$ cat src/rtl/spi_slave.sv
// SPI mode-0 slave in the clk domain: synchronizes SCLK/CS/MOSI, assembles
// received bytes and shifts out a single-entry buffered transmit byte.
module spi_slave #(
   parameter int DATA_W = 8
) (
   input  logic              clk,
   input  logic              rst,
   input  logic              SCLK,
   input  logic              CS,
   input  logic              MOSI,
   output logic              MISO,
   input  logic [DATA_W-1:0] tx_data,
   input  logic              tx_load,
   output logic              tx_ready,
   output logic [DATA_W-1:0] rx_data,
   output logic              rx_valid,
   input  logic              rx_ack,
   output logic              rx_overrun,
   output logic              frame_err,
   output logic              busy
);

   localparam int CNT_W = (DATA_W > 1) ? $clog2(DATA_W) : 1;
   localparam logic [CNT_W-1:0] LAST_BIT = CNT_W'(DATA_W - 1);

   typedef enum logic {
      IDLE,
      ACTIVE
   } state_e;

   state_e            state_q, state_d;

   logic              sclk_s1_q, sclk_s2_q, sclk_h_q;
   logic              cs_s1_q, cs_s2_q, cs_h_q;
   logic              mosi_s1_q, mosi_s2_q;

   logic [CNT_W-1:0]  bit_cnt_q, bit_cnt_d;
   logic [DATA_W-1:0] rx_sr_q, rx_sr_d;
   logic [DATA_W-1:0] tx_sr_q, tx_sr_d;
   logic [DATA_W-1:0] tx_buf_q, tx_buf_d;
   logic [DATA_W-1:0] rx_data_q, rx_data_d;
   logic              tx_full_q, tx_full_d;
   logic              rx_valid_q, rx_valid_d;
   logic              byte_done_q, byte_done_d;
   logic              miso_q, miso_d;
   logic              overrun_q, overrun_d;
   logic              frame_err_q, frame_err_d;

   logic              sclk_rise, sclk_fall, cs_fall, cs_rise;
   logic              buf_read;
   logic [DATA_W-1:0] rx_shift;
   logic [DATA_W-1:0] buf_out;

   assign sclk_rise = sclk_s2_q & ~sclk_h_q;
   assign sclk_fall = ~sclk_s2_q & sclk_h_q;
   assign cs_fall   = ~cs_s2_q & cs_h_q;
   assign cs_rise   = cs_s2_q & ~cs_h_q;

   assign rx_shift  = (rx_sr_q << 1) | DATA_W'(mosi_s2_q);
   assign buf_out   = tx_full_q ? tx_buf_q : '0;

   always_comb begin
      // NOTE: every signal gets a default before the branches, so no path
      // leaves one unassigned and no latch is inferred.
      state_d     = state_q;
      bit_cnt_d   = bit_cnt_q;
      rx_sr_d     = rx_sr_q;
      tx_sr_d     = tx_sr_q;
      tx_buf_d    = tx_buf_q;
      tx_full_d   = tx_full_q;
      rx_data_d   = rx_data_q;
      rx_valid_d  = rx_valid_q;
      byte_done_d = byte_done_q;
      overrun_d   = 1'b0;
      frame_err_d = 1'b0;
      buf_read    = 1'b0;

      if (rx_ack) begin
         rx_valid_d = 1'b0;
      end

      unique case (state_q)
         IDLE: begin
            if (cs_fall) begin
               state_d     = ACTIVE;
               buf_read    = 1'b1;
               tx_sr_d     = buf_out;
               bit_cnt_d   = '0;
               byte_done_d = 1'b0;
            end
         end
         ACTIVE: begin
            if (cs_rise) begin
               state_d     = IDLE;
               frame_err_d = (bit_cnt_q != '0);
               bit_cnt_d   = '0;
               rx_sr_d     = '0;
               byte_done_d = 1'b0;
            end else if (sclk_rise) begin
               rx_sr_d = rx_shift;
               if (bit_cnt_q == LAST_BIT) begin
                  bit_cnt_d   = '0;
                  rx_data_d   = rx_shift;
                  rx_valid_d  = 1'b1;
                  overrun_d   = rx_valid_q & ~rx_ack;
                  byte_done_d = 1'b1;
               end else begin
                  bit_cnt_d = bit_cnt_q + 1'b1;
               end
            end else if (sclk_fall) begin
               // The fall after a completed byte starts the next byte of the frame.
               if (byte_done_q) begin
                  buf_read    = 1'b1;
                  tx_sr_d     = buf_out;
                  byte_done_d = 1'b0;
               end else begin
                  tx_sr_d = tx_sr_q << 1;
               end
            end
         end
      endcase

      // A read empties the buffer first; a same-cycle load then refills it.
      if (buf_read) begin
         tx_full_d = 1'b0;
      end
      if (tx_load && !tx_full_q) begin
         tx_buf_d  = tx_data;
         tx_full_d = 1'b1;
      end

      miso_d = (state_d == ACTIVE) ? tx_sr_d[DATA_W-1] : 1'b0;
   end

   always_ff @(posedge clk) begin
      // NOTE: sequential state uses non-blocking assignments so every flop
      // samples the pre-edge values of the others.
      if (rst) begin
         sclk_s1_q   <= 1'b0;
         sclk_s2_q   <= 1'b0;
         sclk_h_q    <= 1'b0;
         cs_s1_q     <= 1'b1;
         cs_s2_q     <= 1'b1;
         cs_h_q      <= 1'b1;
         mosi_s1_q   <= 1'b0;
         mosi_s2_q   <= 1'b0;
         state_q     <= IDLE;
         bit_cnt_q   <= '0;
         rx_sr_q     <= '0;
         tx_sr_q     <= '0;
         tx_buf_q    <= '0;
         tx_full_q   <= 1'b0;
         rx_data_q   <= '0;
         rx_valid_q  <= 1'b0;
         byte_done_q <= 1'b0;
         miso_q      <= 1'b0;
         overrun_q   <= 1'b0;
         frame_err_q <= 1'b0;
      end else begin
         sclk_s1_q   <= SCLK;
         sclk_s2_q   <= sclk_s1_q;
         sclk_h_q    <= sclk_s2_q;
         cs_s1_q     <= CS;
         cs_s2_q     <= cs_s1_q;
         cs_h_q      <= cs_s2_q;
         mosi_s1_q   <= MOSI;
         mosi_s2_q   <= mosi_s1_q;
         state_q     <= state_d;
         bit_cnt_q   <= bit_cnt_d;
         rx_sr_q     <= rx_sr_d;
         tx_sr_q     <= tx_sr_d;
         tx_buf_q    <= tx_buf_d;
         tx_full_q   <= tx_full_d;
         rx_data_q   <= rx_data_d;
         rx_valid_q  <= rx_valid_d;
         byte_done_q <= byte_done_d;
         miso_q      <= miso_d;
         overrun_q   <= overrun_d;
         frame_err_q <= frame_err_d;
      end
   end

   assign MISO       = miso_q;
   assign tx_ready   = ~tx_full_q;
   assign rx_data    = rx_data_q;
   assign rx_valid   = rx_valid_q;
   assign rx_overrun = overrun_q;
   assign frame_err  = frame_err_q;
   assign busy       = ~cs_s2_q;

endmodule

$ cat config.mk
export PLATFORM = sky130hd
export DESIGN_NAME = spi_slave
export DESIGN_NICKNAME = d
export VERILOG_FILES = /design/src/rtl/spi_slave.sv
export SDC_FILE = /design/constraint.sdc
export NUM_CORES = 1
export LEC_CHECK = 0
export CORE_MARGIN = 5
export CORE_UTILIZATION = 56
export DETAILED_ROUTE_END_ITERATION = 12
export HOLD_SLACK_MARGIN = 0.08
export PLACE_DENSITY_LB_ADDON = 0.1
export SYNTH_ARGS = -nofsm -noshare
export SYNTH_HDL_FRONTEND = slang
export SYNTH_SLANG_ARGS = --single-unit
$ cat constraint.sdc
create_clock -name clk -period 2.5 [get_ports clk]
set_input_delay 0.375 -clock clk [delete_from_list [all_inputs] [get_ports clk]]
set_output_delay 0.375 -clock clk [all_outputs]
set_load 0.005 [all_outputs]
==> flow_metrics.tcl <==
set metrics [dict create \
    status "complete, no violations" \
    postCtsHoldBufs 0 \
    final_cell_mix "49 x sky130_fd_sc_hd__dfxtp_1, 28 x sky130_fd_sc_hd__nand2_1, 28 x sky130_fd_sc_hd__clkdlybuf4s50_1" \
    ys.warnings.count 0 \
    synth_top_area_cell "sky130_fd_sc_hd__dfxtp_1" \
    grt_antenna_before_repair 0 \
    clkSinkCount 49 \
    fin_tns_setup_ns 0 \
    critPathSlowestCell "sky130_fd_sc_hd__ha_1" \
    dieWidth_um 68.6 \
    critical_setup_path_class "reg2reg" \
    core_region_mm2 0.00334 \
    insertion_delay_ns 0.36 \
    cp_data_required_time_ns 2.79 \
    post_cts_resize_count 0 \
    final_common_cell "sky130_fd_sc_hd__dfxtp_1" \
    postCtsSetupRepairBufs 0 \
    grt_max_degree 28 \
    net_switching_power_of_the_design_mw 0.296 \
    post-place-ws_ns 0.762 \
    wl_um 4110 \
    io_buf_count 28 \
    ys_ff_latch 49 \
    synth.top_cell.area_share_pct 51.0 \
    drv_slew 0 \
    synthesis.area_per_instance_um2 9.07 \
    switching_share_pct 22.0 \
    antenna-diode-count 0 \
    timing.critical_path.slowest_cell_delay_ns 0.42 \
    cp_data_arrival_time_ns 2.08 \
    worst_pin_slew_ns 0.515 \
    global_route_total_overflow 0 \
    area_of_the_mapped_netlist_mm2 0.00192 \
    first_pass_grt_wire_length_um 6960 \
    floorplan_die_height_um 68.6 \
    finalWorstSetupSlack_ns 0.709 \
    synthCells 212 \
    crit_path_max_fanout 11 \
    design.final.nets 255 \
    tritoncts "done" \
    timing.fmax_mhz 558 \
    dr.pass1.iters 4 \
    sequential_cell_area_fraction_in_the_yosys_report_pct 51.0 \
    post_drt_via_cell_ratio 5.73 \
    p_int_mw 1.05 \
    worst_path_dominant_cell_family "simple AND/OR/NAND/NOR gates" \
    leakage_nw 0.814 \
    endpoint_kind "flip-flop" \
    num_rows 21 \
    cellPowerDensity_mw_per_mm2 589 \
    post_drt_wl_per_cell_um 14.5 \
    max-cap-violations 0 \
    setup-violations-final 0 \
    cts.clk_slew.worst_paths_ns 0.14 \
    floorplan.initialDensity_pct 57.6 \
    layout_worst_path_cycle_share_pct 71.7 \
    synth.net_count 230 \
    cts_buffers 5 \
    floorplan.io_pins 29 \
    fillerInstances 292 \
    remaining_drc_errors 0 \
    critical_path.most_common_cell "sky130_fd_sc_hd__ha_1" \
    grt_setup_unrepaired "no" \
    synth.area.top_cells "sky130_fd_sc_hd__dfxtp_1 51%, sky130_fd_sc_hd__a21oi_1 5.7%, sky130_fd_sc_hd__nand2_1 5.5%, sky130_fd_sc_hd__nor2b_1 3.9%, sky130_fd_sc_hd__nand3_1 3.6%" \
    dp_hpwl_um 2920 \
    timing.clock.skew_ns 0.0133 \
    drt.antenna.violating_nets 0 \
    clockRootBuffer "sky130_fd_sc_hd__clkbuf_4" \
    num_vias 1622 \
    post_route_cells_drive_above_1_share_pct 9.28 \
    place_congestion 0.845 \
    vias_in_the_first_global_route 1531 \
    vdd.ir_drop.worst_uv 315 \
    first_iter_violations 140 \
    power.share.combinational_pct 6.7 \
    ordered_cell_list_for_the_critical_path "ha_1 -> ha_1 -> nand3_1 -> nor3_1" \
    hold_class "reg2reg" \
    floorplan.die_area_mm2 0.00471 \
    cts_buffer_depth 2 \
    power.sequential.fraction_pct 60.8 \
    synth_cell_type_count 39 \
    syn_to_final_growth_pct 19.1 \
    worst-path-buf-inv 0 \
    grt_overall_usage_pct 19.9 \
    h-tree-depth 2 \
    power.clock.fraction_pct 32.6 \
    final-hold-violation-count 0 \
    crit_path_start_kind "flip-flop" \
    finalWorstPathRequiredPeriod_ns 1.79 \
    slew_headroom_pct 65.6 \
]
==> cell families (layout without fill, tap and decap cells) <==
group | Yosys count | after routing | share of synthesized area, %
and+or+nand+nor | 99 | 99 | 27.2
DFF | 49 | 49 | 51.0
AOI/OAI and AO/OA | 45 | 45 | 16.0
buffers and inverters | 16 | 41 | 3.84
adders and majority gates | 3 | 3 | 1.95
==> path summary, 6_finish.rpt <==
| check | startpoint | end | slack (ns) | cells past startpoint |
|---|---|---|---|---|
| setup reg to reg | bit_cnt_q[0] | rx_overrun | 0.71 | 4 |
| hold / removal | cs_s1_q | cs_s2_q | 0.43 | 1 |
| hold reg to reg | cs_s1_q | cs_s2_q | 0.43 | 1 |
| setup / recovery | bit_cnt_q[0] | rx_overrun | 0.71 | 4 |
==> flip-flops by register name, summed over array words and instances (netlist names) <==
name         flops
tx_buf_q         8
state_q          1
tx_sr_q          8
sclk_s1_q        1
sclk_h_q         1
sclk_s2_q        1
tx_full_q        1
cs_h_q           1
bit_cnt_q        3
rx_sr_q          7
rx_overrun       1
cs_s1_q          1
MISO             1
byte_done_q      1
mosi_s1_q        1
mosi_s2_q        1
cs_s2_q          1
rx_valid         1
frame_err        1
rx_data          8
==> layout make-up <==
type | count | area (µm²) | area share, %
inverter | 4 | 15.0 | 0.656
sequential | 49 | 981 | 42.8
multi-input combinational | 147 | 868 | 37.9
clock inverter | 2 | 35.0 | 1.53
clock buffer | 5 | 37.5 | 1.64
tap | 46 | 57.6 | 2.51
timing repair buffer | 30 | 295 | 12.9
==> power groups by stage <==
stage	Clock (mW)	Combinational [mW]	Sequential (mW)
floorplan	0	0.0562	0.829
global placement	0	0.0858	0.835
detailed placement	0	0.0894	0.836
CTS	0.444	0.0898	0.819
global route	0.483	0.100	0.822
finish	0.439	0.0897	0.819
==> through the flow <==
stage	utilization (%)	instance area, µm²	total power, mW	hold WS, ns	std cells
CTS	68.6	2290	1.35	0.436	283
global route	68.6	2290	1.41	0.471	283
finish	68.6	2290	1.35	0.431	283
global placement	66.4	2220	0.921	0.396	276
floorplan	-	1920	0.885	0.389	212
detailed placement	66.4	2220	0.925	0.407	276
==> per-layer routing <==
layer | GRT usage (%) | vias to the layer above | share of wire [%]
li1 | - | 795 | -
met1 | 25.1 | 758 | 45
met2 | 31.2 | 56 | 46
met3 | 5.19 | 13 | 5.6
met4 | 10.2 | 0 | 2.6
met5 | 0 | - | 0
==> Yosys cell counts, drive strengths merged <==
library cell,n
and4b,1
o21ai,3
o21a,1
nor2b,12
nand4,4
nand4b,1
a221oi,7
nor3b,1
nand3,14
buf,6
nor3,7
nand2,28
a31oi,1
and3b,2
inv,4
a21oi,22
nor4b,2
or3b,1
dfxtp,49
a22oi,8
clkbuf,6
and2b,1
nor2,16
a2111oi,1
nand3b,1
ha,3
and2,2
or2,3
nand2b,3
a32o,1
a221o,1
No activity file was read; power rests on OpenSTA's default activity.
==> RTL change (same settings) <==
`rx_sr_q`, `tx_sr_q`, `tx_buf_q` and `rx_data_q` no longer have a reset.
--- a/src/rtl/spi_slave.sv
+++ b/src/rtl/spi_slave.sv
@@ -147,9 +147,5 @@
          state_q     <= IDLE;
          bit_cnt_q   <= '0;
-         rx_sr_q     <= '0;
-         tx_sr_q     <= '0;
-         tx_buf_q    <= '0;
          tx_full_q   <= 1'b0;
-         rx_data_q   <= '0;
          rx_valid_q  <= 1'b0;
          byte_done_q <= 1'b0;
@@ -168,9 +164,5 @@
          state_q     <= state_d;
          bit_cnt_q   <= bit_cnt_d;
-         rx_sr_q     <= rx_sr_d;
-         tx_sr_q     <= tx_sr_d;
-         tx_buf_q    <= tx_buf_d;
          tx_full_q   <= tx_full_d;
-         rx_data_q   <= rx_data_d;
          rx_valid_q  <= rx_valid_d;
          byte_done_q <= byte_done_d;
@@ -179,4 +171,11 @@
          frame_err_q <= frame_err_d;
       end
+   end
+
+   always_ff @(posedge clk) begin
+      rx_sr_q   <= rx_sr_d;
+      tx_sr_q   <= tx_sr_d;
+      tx_buf_q  <= tx_buf_d;
+      rx_data_q <= rx_data_d;
    end
 
Function: no difference found for any inputs over 10 cycles, from zero or initial values and one cycle with rst high; that may be too few to reach the edited logic, so the function may still have changed.
==> RTL change against the unedited design <==
  * Worst setup slack lost 0.076 ns
  * Synthesized area shrank 5.6%
  * Routed wire length shrank 29%
  * Clock power shrank 24%
  * Sequential cell count is the same
  * Cell area shrank 4.3%
  * Sequential power grew 9.0%
  * Total power shrank 3.8%
==> RTL change: results (changes against the unedited design) <==
The estimated wirelength of the detail-placed design is 2160 um (was 2920 um). The depth of the worst register-to-register path was 3 (was 4). The register area share after synthesis is 70.6% (was 51.0%). The slowest cell on the critical path is o21ai_0 (was ha_1). The met2 wirelength from detailed routing came to 1470 um (was 1910 um).

The routed length on met1 came to 1210 um (was 1870 um). The slew at the pin closest to its max-slew limit is 0.888 ns (was 0.515 ns). The power per unit of standard cell area is 591 mW/mm2 (was 589 mW/mm2). The adder-cell area share of the yosys netlist is 2.07% (was 1.95%). The share of cell area taken by flip-flops and latches came to 58.4% (was 42.8%).

The static leakage came to 0.770 nW (was 0.814 nW). The number of nets at the end of the flow is 180 (was 255). The maximum vdd ir drop came to 0.447 mV (was 0.315 mV). The reg-to-reg critical path endpoint is tx_sr_q[5]$_DFFE_PP_ (was rx_overrun$_SDFF_PP0_).

The area of placed instances is 0.00214 mm2 (was 0.00222 mm2). The count of plain and timing-repair buffers in the layout is 28 (was 30). The net count after synthesis is 148 (was 230). The critical register-to-register path startpoint is cs_h_q$_SDFF_PP1_ (was bit_cnt_q[0]$_SDFFE_PP0P_).

The final weighted congestion in routability-driven placement was 0.812 (was 0.845). The sum of met3 wire segment lengths after detailed routing is 148 um (was 230 um). The arrival time of data at the critical path endpoint is 1.86 ns (was 2.08 ns). The most frequently used flop master after synthesis was edfxtp_1 (was dfxtp_1). The fraction of cell area in non-clock buffers came to 12.8% (was 12.9%). The count of routing violations after the opening detailed-route iteration came out at 57 (was 140). The global routing met3 resource utilization is 4.55% (was 5.19%). The complex-gate fraction of the synthesized area came out at 8.06% (was 16.0%).

The wire length after detailed routing is 2910 um (was 4110 um). The number of non-clock inverters was 6 (was 4). The clock skew after layout is 0.00603 ns (was 0.0133 ns). Run status: finished, final reports clean (unchanged). The wire length per cell came out at 14.1 um (was 14.5 um). The number of cells produced by synthesis is 130 (was 212). The routed via count divided by cell count is 5.31 (was 5.73).

The count of filler cells inserted in the layout is 237 (was 292). The routing usage on met1 was 17.4% (was 25.1%). The clock slew seen by the registers of the worst setup and hold paths is 0.12 ns (was 0.14 ns). The clock network contribution to total cell area is 2.51% (was 3.17%). The worst setup timing slack at the placement stage came out at 0.626 ns (was 0.762 ns).
## RTL change: report_power, final
part | internal, mW | switching [mW] | leakage [nW]
Clock | 0.106 | 0.227 | 0.0310
Sequential | 0.879 | 0.0144 | 0.432
Combinational | 0.0390 | 0.0308 | 0.307
## RTL change: worst max-delay path by stage
| stage | start | to | slack [ns] |
|---|---|---|---|
| 3_3_place_gp | state_q$_SDFF_PP0_ | tx_sr_q[5]$_DFFE_PP_ | 0.76 |
| 5_1_grt | cs_h_q$_SDFF_PP1_ | tx_sr_q[2]$_DFFE_PP_ | 0.47 |
| 6_report | cs_h_q$_SDFF_PP1_ | tx_sr_q[5]$_DFFE_PP_ | 0.63 |
| 3_5_place_dp | cs_h_q$_SDFF_PP1_ | tx_sr_q[4]$_DFFE_PP_ | 0.63 |
| 2_1_floorplan | cs_h_q$_SDFF_PP1_ | tx_sr_q[0]$_DFFE_PP_ | 0.95 |
| 4_1_cts | cs_h_q$_SDFF_PP1_ | tx_sr_q[5]$_DFFE_PP_ | 0.62 |
